$ cat config.mk
export PLATFORM = sky130hd
export DESIGN_NAME = network_trigger_controller
export DESIGN_NICKNAME = d
export VERILOG_FILES = /design/src/rtl/network_trigger_controller_pkg.sv /design/src/rtl/network_trigger_controller_status_reduce.sv /design/src/rtl/network_trigger_controller.sv
export SDC_FILE = /design/constraint.sdc
export NUM_CORES = 1
export LEC_CHECK = 0
export CORE_MARGIN = 2
export CORE_UTILIZATION = 48
export CTS_CLUSTER_DIAMETER = 50
export CTS_CLUSTER_SIZE = 20
export DETAILED_ROUTE_END_ITERATION = 6
export PLACE_DENSITY = 0.81
export SLEW_MARGIN = 20
export SYNTH_ARGS = -nofsm -noshare
export SYNTH_HDL_FRONTEND = slang
export SYNTH_SLANG_ARGS = --single-unit
$ cat constraint.sdc
create_clock -name ap_clk -period 3.8 [get_ports ap_clk]
set_input_delay 0.57 -clock ap_clk [delete_from_list [all_inputs] [get_ports ap_clk]]
set_output_delay 0.57 -clock ap_clk [all_outputs]
set_load 0.005 [all_outputs]
$ cat src/rtl/network_trigger_controller_pkg.sv
// Purpose: shared type definitions for the actor trigger instances and the network controller.
// Latency: none; types and constants only.
// Backpressure: not applicable.
package TriggerTypes;

    // State of an individual actor trigger instance.
    typedef enum logic [2:0] {
        TRIG_IDLE       = 3'd0,
        TRIG_LAUNCH     = 3'd1,
        TRIG_CHECK      = 3'd2,
        TRIG_SLEEP      = 3'd3,
        TRIG_SYNC_LAUNCH= 3'd4,
        TRIG_SYNC_CHECK = 3'd5,
        TRIG_SYNC_WAIT  = 3'd6,
        TRIG_SYNC_EXEC  = 3'd7
    } trigger_state_t;

    // Return code produced by an actor invocation.
    typedef enum logic [1:0] {
        RET_IDLE      = 2'd0,
        RET_WAIT_INPUT= 2'd1,
        RET_WAIT_OUTPUT=2'd2,
        RET_EXECUTED  = 2'd3
    } trigger_ret_t;

    // Network-level sequencer state.
    typedef enum logic [1:0] {
        NET_IDLE  = 2'd0,
        NET_START = 2'd1,
        NET_RUN   = 2'd2,
        NET_DONE  = 2'd3
    } net_state_t;

    localparam logic [15:0] SYNC_ROUNDS_MAX = 16'hFFFF;

endpackage

$ cat src/rtl/network_trigger_controller_status_reduce.sv
// Purpose: registered AND-reductions of per-trigger status flags plus leave-one-out waited vector.
// Latency: exactly one cycle from input flags to outputs.
// Backpressure: none; samples every cycle.
// Ports: ap_clk/ap_rst (sync, active-high); trig_* per-trigger flags in; all_* broadcasts out.
module trigger_status_reduce #(
    parameter int NUM_ACTORS = 4
) (
    input  logic                  ap_clk,
    input  logic                  ap_rst,
    input  logic [NUM_ACTORS-1:0] trig_sleep,
    input  logic [NUM_ACTORS-1:0] trig_sync_exec,
    input  logic [NUM_ACTORS-1:0] trig_sync_wait,
    input  logic [NUM_ACTORS-1:0] trig_waited,
    output logic                  all_sleep,
    output logic                  all_sync,
    output logic                  all_sync_wait,
    output logic [NUM_ACTORS-1:0] all_waited
);

    logic [NUM_ACTORS-1:0] waited_loo;

    // Bit i ignores trigger i's own flag by forcing that bit to 1 before the AND.
    always_comb begin
        waited_loo = '0;
        for (int i = 0; i < NUM_ACTORS; i++) begin
            waited_loo[i] = &(trig_waited | (NUM_ACTORS'(1) << i));
        end
    end

    always_ff @(posedge ap_clk) begin
        if (ap_rst) begin
            all_sleep     <= 1'b0;
            all_sync      <= 1'b0;
            all_sync_wait <= 1'b0;
            all_waited    <= '0;
        end else begin
            all_sleep     <= &trig_sleep;
            all_sync      <= &(trig_sync_exec | trig_sync_wait);
            all_sync_wait <= &trig_sync_wait;
            all_waited    <= waited_loo;
        end
    end

endmodule

$ cat src/rtl/network_trigger_controller.sv
// Purpose: network ap_start/ap_done sequencer launching all actor triggers, with enqueue tracking.
// Latency: trig_start one cycle after ap_start; ap_done QUIESCE_CYCLES+1 cycles after first all-idle cycle.
// Backpressure: ap_start ignored outside IDLE; completion held off while any enqueue is pending.
// Ports: ap_* network handshake; trig_* per-trigger control/status; in_fifo_write enqueue strobes;
//        external_enqueue, all_* broadcasts and sync_rounds counter out.
module network_trigger_controller
    import TriggerTypes::*;
#(
    parameter int NUM_ACTORS     = 4,
    parameter int NUM_INPUTS     = 2,
    parameter int QUIESCE_CYCLES = 2
) (
    input  logic                  ap_clk,
    input  logic                  ap_rst,
    input  logic                  ap_start,
    output logic                  ap_done,
    output logic                  ap_ready,
    output logic                  ap_idle,
    output logic [NUM_ACTORS-1:0] trig_start,
    input  logic [NUM_ACTORS-1:0] trig_idle,
    input  logic [NUM_ACTORS-1:0] trig_sleep,
    input  logic [NUM_ACTORS-1:0] trig_sync_exec,
    input  logic [NUM_ACTORS-1:0] trig_sync_wait,
    input  logic [NUM_ACTORS-1:0] trig_waited,
    input  logic [NUM_INPUTS-1:0] in_fifo_write,
    output logic                  external_enqueue,
    output logic                  all_sleep,
    output logic                  all_sync,
    output logic                  all_sync_wait,
    output logic [NUM_ACTORS-1:0] all_waited,
    output logic [15:0]           sync_rounds
);

    localparam int CW = $clog2(QUIESCE_CYCLES + 1);
    localparam logic [CW-1:0] QUIESCE_MAX = CW'(QUIESCE_CYCLES);

    net_state_t    state;
    logic [CW-1:0] quiesce_cnt;
    logic          enq_pending;
    logic          all_sync_d;

    logic all_idle, any_write, quiet, idle_to_start, relaunch, enter_start;

    assign all_idle      = &trig_idle;
    assign any_write     = |in_fifo_write;
    assign quiet         = all_idle & ~enq_pending;
    assign idle_to_start = (state == NET_IDLE) & ap_start;
    assign relaunch      = (state == NET_RUN) & all_idle & enq_pending;
    assign enter_start   = idle_to_start | relaunch;

    assign ap_ready         = ap_done;
    assign external_enqueue = enq_pending;

    trigger_status_reduce #(
        .NUM_ACTORS (NUM_ACTORS)
    ) u_reduce (
        .ap_clk         (ap_clk),
        .ap_rst         (ap_rst),
        .trig_sleep     (trig_sleep),
        .trig_sync_exec (trig_sync_exec),
        .trig_sync_wait (trig_sync_wait),
        .trig_waited    (trig_waited),
        .all_sleep      (all_sleep),
        .all_sync       (all_sync),
        .all_sync_wait  (all_sync_wait),
        .all_waited     (all_waited)
    );

    // Sequencer with registered outputs. The quiescence counter saturates at its target so
    // a same-cycle enqueue can hold off DONE for one cycle and then force a relaunch.
    always_ff @(posedge ap_clk) begin
        if (ap_rst) begin
            state       <= NET_IDLE;
            ap_idle     <= 1'b1;
            ap_done     <= 1'b0;
            trig_start  <= '0;
            quiesce_cnt <= '0;
        end else begin
            ap_idle    <= 1'b0;
            ap_done    <= 1'b0;
            trig_start <= '0;
            case (state)
                NET_IDLE: begin
                    if (ap_start) begin
                        state      <= NET_START;
                        trig_start <= '1;
                    end else begin
                        ap_idle    <= 1'b1;
                    end
                end
                NET_START: begin
                    state       <= NET_RUN;
                    quiesce_cnt <= '0;
                end
                NET_RUN: begin
                    if (quiet)
                        quiesce_cnt <= (quiesce_cnt == QUIESCE_MAX) ? quiesce_cnt : quiesce_cnt + 1'b1;
                    else
                        quiesce_cnt <= '0;
                    if (relaunch) begin
                        state      <= NET_START;
                        trig_start <= '1;
                    end else if (quiesce_cnt == QUIESCE_MAX && quiet && !any_write) begin
                        state   <= NET_DONE;
                        ap_done <= 1'b1;
                    end
                end
                NET_DONE: begin
                    state   <= NET_IDLE;
                    ap_idle <= 1'b1;
                end
                default: begin
                    state   <= NET_IDLE;
                    ap_idle <= 1'b1;
                end
            endcase
        end
    end

    // Enqueue tracking: a write always wins over either clear source.
    always_ff @(posedge ap_clk) begin
        if (ap_rst)
            enq_pending <= 1'b0;
        else if (any_write)
            enq_pending <= 1'b1;
        else if (all_sleep || enter_start)
            enq_pending <= 1'b0;
    end

    // Count rising edges of the registered all_sync; a fresh run starts from zero.
    always_ff @(posedge ap_clk) begin
        if (ap_rst) begin
            all_sync_d  <= 1'b0;
            sync_rounds <= '0;
        end else begin
            all_sync_d <= all_sync;
            if (idle_to_start)
                sync_rounds <= '0;
            else if (all_sync && !all_sync_d && sync_rounds != SYNC_ROUNDS_MAX)
                sync_rounds <= sync_rounds + 16'd1;
        end
    end

endmodule

# == After elaboration in Yosys (flattened, before gate mapping) ==
# Index checks and enable logic that the tools add are counted.
# totals
register_bits,35
latchBits,0
ram_bits,0
rom_bits,0
in_bits,25
out_inout_bits,31
wordCells,68
memories,0
# op_classes
n_addsub,2
multipliers,0
n_div,0
order_cmp,0
eq_ne,8
shifts,0
n_mux,15
bitwise_logic,8
n_reduce_logical,23
# op_table
cell,count
16-bit by 1-bit adder with 16-bit output (second input constant),1
16-bit inequality test (second input constant),1
4-bit AND reduction,4
3-bit AND reduction,4
2-bit two-way mux,5
4-bit two-way mux,2
2-bit case mux with 4 select lines,1
4-bit case mux with 2 select lines,1
2-bit equality test (second input constant),3
1-bit AND,4
1-bit logical AND,4
1-bit two-way mux,4
4-bit bitwise OR,1
2-bit case mux with 2 select lines,1
2-bit AND reduction,2
2-bit nonzero test,2
2-bit OR reduction,2
3-bit by 2-bit inequality test with 1-bit output (second input constant),1
3-bit inequality test (second input constant),1
3-bit OR reduction,1
2-bit by 1-bit adder with 2-bit output (second input constant),1
2-bit by 1-bit equality test with 1-bit output (second input constant),1
1-bit logical NOT,2
2-bit logical NOT,1
5 further kinds,6

# == Longest topological paths before layout ==
# Gate-level depths: netlist of the first run.
# depth
word_depth,7
depth_mapped,7
mapped_depth_nobuf,6

# == Cells and area by module ==
# Synthesis of the first run repeated with hierarchy kept, for this count alone.
# hier_totals
cells_unflattened,176
hier_area_um2,1584.0
# by_module_without_submodules
module,instances,cells_each,area_per_inst_um2,seq_area_each_um2
network_trigger_controller,1,156,1361.3,500.5
trigger_status_reduce,1,20,222.7,140.1

# == Worst setup path before layout of the first run ==
# OpenSTA, ideal clock, no wires.
# synth_path
path_type,input to register
start,input trig_idle[2]
end,register quiesce_cnt[0]
setup_ps,70
t_arrival_ps,1495
slack_ps,2234
stages,4
path_cell_list,and4_1 nand2_1 or4_1 a21oi_1
# synth_between
elab_chain_len,4
# synth_lines
element,line_no,rtl
from (decl),network_trigger_controller.sv:20,"input logic [NUM_ACTORS-1:0] trig_idle,"
4-bit AND reduction (*),network_trigger_controller.sv:44,assign all_idle = &trig_idle;
1-bit AND (*),network_trigger_controller.sv:46,assign quiet = all_idle & ~enq_pending;
2-bit two-way mux / 3-bit inequality test (equally long branches),-,
2-bit case mux with 2 select lines / 2-bit AND reduction (equally long branches),-,
to (signal assigned),network_trigger_controller.sv:97,quiesce_cnt <= (quiesce_cnt == QUIESCE_MAX) ? quiesce_cnt : quiesce_cnt + 1'b1;
to (decl),network_trigger_controller.sv:38,logic [CW-1:0] quiesce_cnt;
# Every way passes the cells marked *; elsewhere a longest branch is shown, timed or not.
# A chain may end at the register's enable or synchronous reset.

# == Final worst setup path of the first run ==
# layout_path
start,input ap_rst
end,register sync_rounds[2]
# layout_between
elab_chain_len,1
# layout_lines
element,line_no,rtl
from (decl),network_trigger_controller.sv:14,"input logic ap_rst,"
2-bit OR reduction (no source line),-,
to (signal assigned),network_trigger_controller.sv:140,sync_rounds <= sync_rounds + 16'd1;
to (decl),network_trigger_controller.sv:31,output logic [15:0] sync_rounds
# Every way passes these cells.

==> results of run 1 <==
worst max-delay path, stage by stage:
cell and delay [ns]:
clkdlybuf4s50_1 0.69, nand2b_1 0.48, a2111o_1 0.43, o21ai_1 0.08
worst max path at each step:
| stage | end | from |
|---|---|---|
| after detailed placement | sync_rounds[2] | ap_rst |
| final | sync_rounds[2] | ap_rst |
| after global placement | sync_rounds[7] | ap_rst |
| after CTS | sync_rounds[2] | ap_rst |
| after floorplan | quiesce_cnt[0] | trig_idle[2] |
| after global routing | sync_rounds[15] | u_reduce.all_sync |
cell usage after synthesis, drive strengths merged:
cell type   n
a41o        1
o22ai       2
and2        2
nand2b      7
o31ai       3
a21oi      17
nand4b      1
nand2      20
a31oi       1
nor3b       2
a2111o      4
a21boi      1
buf         8
inv         6
nor2        7
nor3        6
mux2i       4
or4         4
o21ai       7
nor4b       1
nand4       7
and3        3
and4        4
clkbuf      2
o41ai       2
o21a        1
dfxtp      32
nor2b       5
or3         3
o2bb2ai     1
o21bai      1
nand3       7
ha          6
o311ai      2
stage by stage:
| step | power [uW] | utilization | hold slack (ns) | setup WS (ns) | cell area, sq um |
|---|---|---|---|---|---|
| after floorplan | 458 | - | 0.436 | 2.23 | 1610 |
| after global routing | 734 | 0.672 | 0.497 | 1.61 | 2210 |
| after global placement | 523 | 0.658 | 0.447 | 1.48 | 2160 |
| after CTS | 702 | 0.672 | 0.476 | 1.78 | 2210 |
| after detailed placement | 525 | 0.658 | 0.453 | 1.46 | 2160 |
| final | 697 | 0.672 | 0.475 | 1.80 | 2210 |
state kept, by name (all words and copies together) (netlist names), 2 cells and up:
| signal | flops |
|---|---|
| u_reduce.all_waited | 4 |
| quiesce_cnt | 2 |
| sync_rounds | 16 |
| state | 2 |
kinds of logic after synthesis:
group                    after synthesis  synth area share
AO/OA/AOI/OAI                         43             0.178
adder cells (fa/ha/maj)                6            0.0467
buffers and inverters                 16            0.0537
flip-flops                            32             0.398
multiplexers                           4            0.0249
AND/OR/NAND/NOR                       79             0.298
layer usage:
metal | GRT usage | vias to the layer above | share of wire
met5 | 0 | - | 0
met4 | 0.0790 | 0 | 0.015
met3 | 0.0455 | 5 | 0.061
met2 | 0.293 | 50 | 0.47
met1 | 0.247 | 688 | 0.45
li1 | - | 768 | -
where the power goes:
group | total (uW) | internal, uW | switching (uW)
clock | 178 | 68.1 | 110
sequential | 361 | 350 | 11.4
combinational | 158 | 81.3 | 76.5
layout make-up:
cell class | count | area (sq um) | share of cell area
clock buffers | 6 | 41.3 | 0.0187
well taps | 46 | 57.6 | 0.0261
clock inverters | 1 | 5.00 | 0.00227
multi-input cells | 132 | 881 | 0.399
flip-flops and latches | 32 | 641 | 0.290
inverters | 6 | 22.5 | 0.0102
repair buffers | 56 | 558 | 0.253
==> results.yml, run 1 <==
critical_path:
  path_class: "in2reg"
  r2r_start: "sync_rounds[0]"
  r2r_cells: 5
  arrival_ns: 2.26
  start_kind: "input port"
  worstPathMaxFanout: 17
  end_kind: "flop"
  r2r_end: "sync_rounds[1]"
  worst_ep_required_time_ns: 4.06
  reg2reg_slack_ns: 1.90
clock_network:
  hold_buffers: 0
  post-cts-setup-buffers: 0
  cts-htree-levels: 2
  ctsResizeCount: 0
  cts-buffers-inserted: 5
  cts_tree: "done"
  clock-sinks: 32
  cts.clk_slew.worst_paths_ns: 0.09
  cts_max_path_buffers: 2
  root_buffer: "clkbuf_4"
  clock_latency_ns: 0.32
floorplanning:
  rows: 21
  die_h_um: 61.9
  dieArea_sq_mm: 0.00383
  pin_count: 56
  core_sq_mm: 0.00328
  die_width_um: 61.9
  start_util: 0.490
placed_design:
  io_buffers: 55
  place_congestion: 0.747
  place_inst: 272
  hpwl_mm: 2.61
final_layout:
  fill_cells: 278
  most-common-layout-cells: "55 x clkdlybuf4s50_1, 32 x dfxtp_1, 20 x nand2_1, 16 x a21oi_1"
  area_growth_pct: 37.2
  stdcell_count: 279
  fin_nets: 264
  drive_above_1_share: 0.0601
  n_antenna_cell: 0
  layout_commonest_cell: "clkdlybuf4s50_1"
sta:
  setup_viol: 0
  hold_viol: 0
  layout_min_cycle_time_ns: 2.00
  drv_slew: 0
  clock-skew-final_ns: 0.00597
  fin_setup_tns_ns: 0
  rsz0062_at_grt: "false"
  slew_headroom: 0.459
  worstMarginPinSlew_ns: 0.810
  fmax_mhz: 500
  post-route-period-util: 0.526
yosys:
  synth.top_cell.area_share: 0.398
  netlist-cell-type-count: 44
  postSynthCellCount: 180
  synth_warnings: 0
  synth-seq-area-share: 0.398
  synth_area_leader_cell: "dfxtp_1"
  syn_area_sq_mm: 0.00161
  synth_area_leaders: "dfxtp_1 40%, a21oi_1 5.0%, ha_1 4.7%"
  ys_ff_latch: 32
  synth.avg_cell_area_sq_um: 8.93
  synth_nets: 211
global_routing:
  antenna_found_initial: 0
  grt_max_degree: 18
  grt_use_total: 0.187
  grt_pass1_wl_mm: 5.40
  grt_overflow: 0
  grt_pass1_vias: 1252
power:
  power_density_mw_per_mm2: 316
  ir_drop_mv: 0.235
  p_leak_uw: 0.000792
drt:
  wire_per_inst_um: 12.6
  postRouteAntennaNets: 0
  drtIter0Drc: 56
  via_per_inst: 5.42
  num_vias: 1511
  dr.pass1.iters: 4
  drt-total-wl_mm: 3.50
  drc: 0
hold_path:
  hold_class: "reg2reg"
  min_to: "quiesce_cnt[1]"
  worstHoldPathCells: 2
  hp-start: "quiesce_cnt[1]"
job:
  cap_violations: 0
run_status:
  outcome: "complete, no violations"
Note: power is estimated with default switching activity, not from simulation.
==> run 2, diff against run 1 <==
CORE_UTILIZATION = 40   (was 48)
PLACE_DENSITY = 0.72   (was 0.81)
clock period = 1.8 ns   (was 3.8 ns; I/O delays follow)
==> run 2 against run 1 <==
Effect of this change: worst hold slack worse by 0.012 ns; wire length up 0.77%; count of clock-buffer cells in the layout up 1; sequential power up 110%; clock power rose to 3.3 times the previous value; final cell count up 4.3%; combinational power up 130%; clock skew up 0.00078 ns; flip-flop and latch count unchanged; final area up 5.8%; first-iteration DRC count up 16%; global-route usage down 1.3 points; critical path type is now reg2reg; critical endpoint is now sync_rounds[12].
==> results.yml, run 2 (synthesis results as in run 1) <==
sta:
  worstMarginPinSlew_ns: 0.366
  hold_viol: 0
  setup_viol: 0
  fin_setup_tns_ns: 0
  post-route-period-util: 0.904
  clock-skew-final_ns: 0.00675
  drv_slew: 0
  layout_min_cycle_time_ns: 1.63
  fmax_mhz: 615
  slew_headroom: 0.756
  rsz0062_at_grt: "false"
clock_network:
  root_buffer: "clkbuf_8"
  cts_tree: "done"
  ctsResizeCount: 0
  clock_latency_ns: 0.28
  cts-htree-levels: 2
  clock-sinks: 32
  hold_buffers: 0
  post-cts-setup-buffers: 0
  cts.clk_slew.worst_paths_ns: 0.07
  cts_max_path_buffers: 2
  cts-buffers-inserted: 5
placed_design:
  placed_cell_area_sq_mm: 0.00224
  place_congestion: 0.794
  hpwl_mm: 2.70
  io_buffers: 55
hold_path:
  hold_class: "reg2reg"
  hp-start: "quiesce_cnt[1]"
floorplanning:
  pin_count: 56
  die_width_um: 67.4
  dieArea_sq_mm: 0.00454
  die_h_um: 67.4
  rows: 23
  start_util: 0.408
  core_sq_mm: 0.00394
global_routing:
  grt_use_total: 0.174
  grt_max_degree: 17
  grt_pass1_vias: 1334
  grt_overflow: 0
  grt_pass1_wl_mm: 5.85
  antenna_found_initial: 0
critical_path:
  end_kind: "flop"
  start_kind: "flop"
  critical-path-top-delay-family: "simple AND/OR/NAND/NOR gates"
  path_class: "reg2reg"
  worst_ep_required_time_ns: 2.02
  cp-startpoint: "sync_rounds[0]"
  r2r_start: "sync_rounds[0]"
  slowest_stage: "or4_1"
  critical_path_buf_inv_count: 0
  worstPathCellList: "ha_1 > and3_4 > nand4_4 > or4_1 > a21oi_1"
  slowest_delay_ns: 0.42
  worstPathMaxFanout: 7
  arrival_ns: 1.85
final_layout:
  n_antenna_cell: 0
  fin_nets: 272
  stdcell_area_sq_mm: 0.00233
  fill_cells: 338
  top_regs: "sync_rounds (16), u_reduce.all_waited (4)"
  drive_above_1_share: 0.0954
  most-common-layout-cells: "55 x clkdlybuf4s50_1, 32 x dfxtp_1, 20 x nand2_1, 16 x a21oi_1, 8 x buf_4"
  area_growth_pct: 45.1
  largest-register: "sync_rounds"
  multi_input_area_sq_um: 881
  largest_reg_flops: 16
  layout_commonest_cell: "clkdlybuf4s50_1"
  regArea_sq_um: 641
power:
  seq_power_share: 0.447
  ir_drop_mv: 0.491
  pwr-share-clk: 0.345
  switching_share: 0.256
  power_density_mw_per_mm2: 733
  combPwrFrac: 0.208
  p_leak_uw: 0.000860
  switchingPower_uw: 438
  internal-power_uw: 1270
drt:
  dr.pass1.iters: 4
  drc: 0
  drtIter0Drc: 65
  wire_per_inst_um: 12.1
  num_vias: 1542
  postRouteAntennaNets: 0
  drt-total-wl_mm: 3.53
  via_per_inst: 5.30
job:
  cap_violations: 0
run_status:
  outcome: "complete, no violations"
-- run 2: cell type report --
cell class,count,area share
clock buffers,7,0.0413
well taps,50,0.0268
repair buffers,64,0.270
inverters,6,0.00965
flip-flops and latches,32,0.275
multi-input cells,132,0.377
-- run 2: worst paths after layout --
check                                  endpoint  slack (ns)  depth (start not counted)
worst min-delay path             quiesce_cnt[1]        0.46                          2
worst max-delay path            sync_rounds[12]        0.17                          5
worst min register to register   quiesce_cnt[1]        0.46                          2
worst max register to register  sync_rounds[12]        0.17                          5
-- run 2: worst reg2reg max path, cell delays in order (launching register included) --
cell and delay [ns]:
dfxtp_1 0.40, ha_1 0.23, and3_4 0.24, nand4_4 0.13, or4_1 0.42, a21oi_1 0.15
-- run 2: metrics by stage --
step	utilization	cells	power, uW	worst slack, ns	hold slack [ns]
6_report	0.592	291	1710	0.173	0.463
5_1_grt	0.592	291	1810	0.0463	0.493
4_1_cts	0.592	291	1740	0.169	0.466
3_5_place_dp	0.567	284	1130	0.0600	0.457
3_3_place_gp	0.567	284	1130	0.104	0.449
2_1_floorplan	-	180	968	0.292	0.342
-- run 2: metal layers --
layer | GRT usage | vias to the layer above | wire [um]
met4 | 0.107 | 0 | 59
met1 | 0.210 | 700 | 1530
met2 | 0.272 | 50 | 1710
li1 | - | 786 | -
met3 | 0.0500 | 6 | 233
met5 | 0 | - | 0
-- run 2: power by group through the flow --
stage	clock (uW)	sequential, uW	combinational (uW)
final	589	765	356
after global routing	649	770	396
after CTS	621	765	356
after detailed placement	0	780	355
after global placement	0	779	353
after floorplan	0	778	190
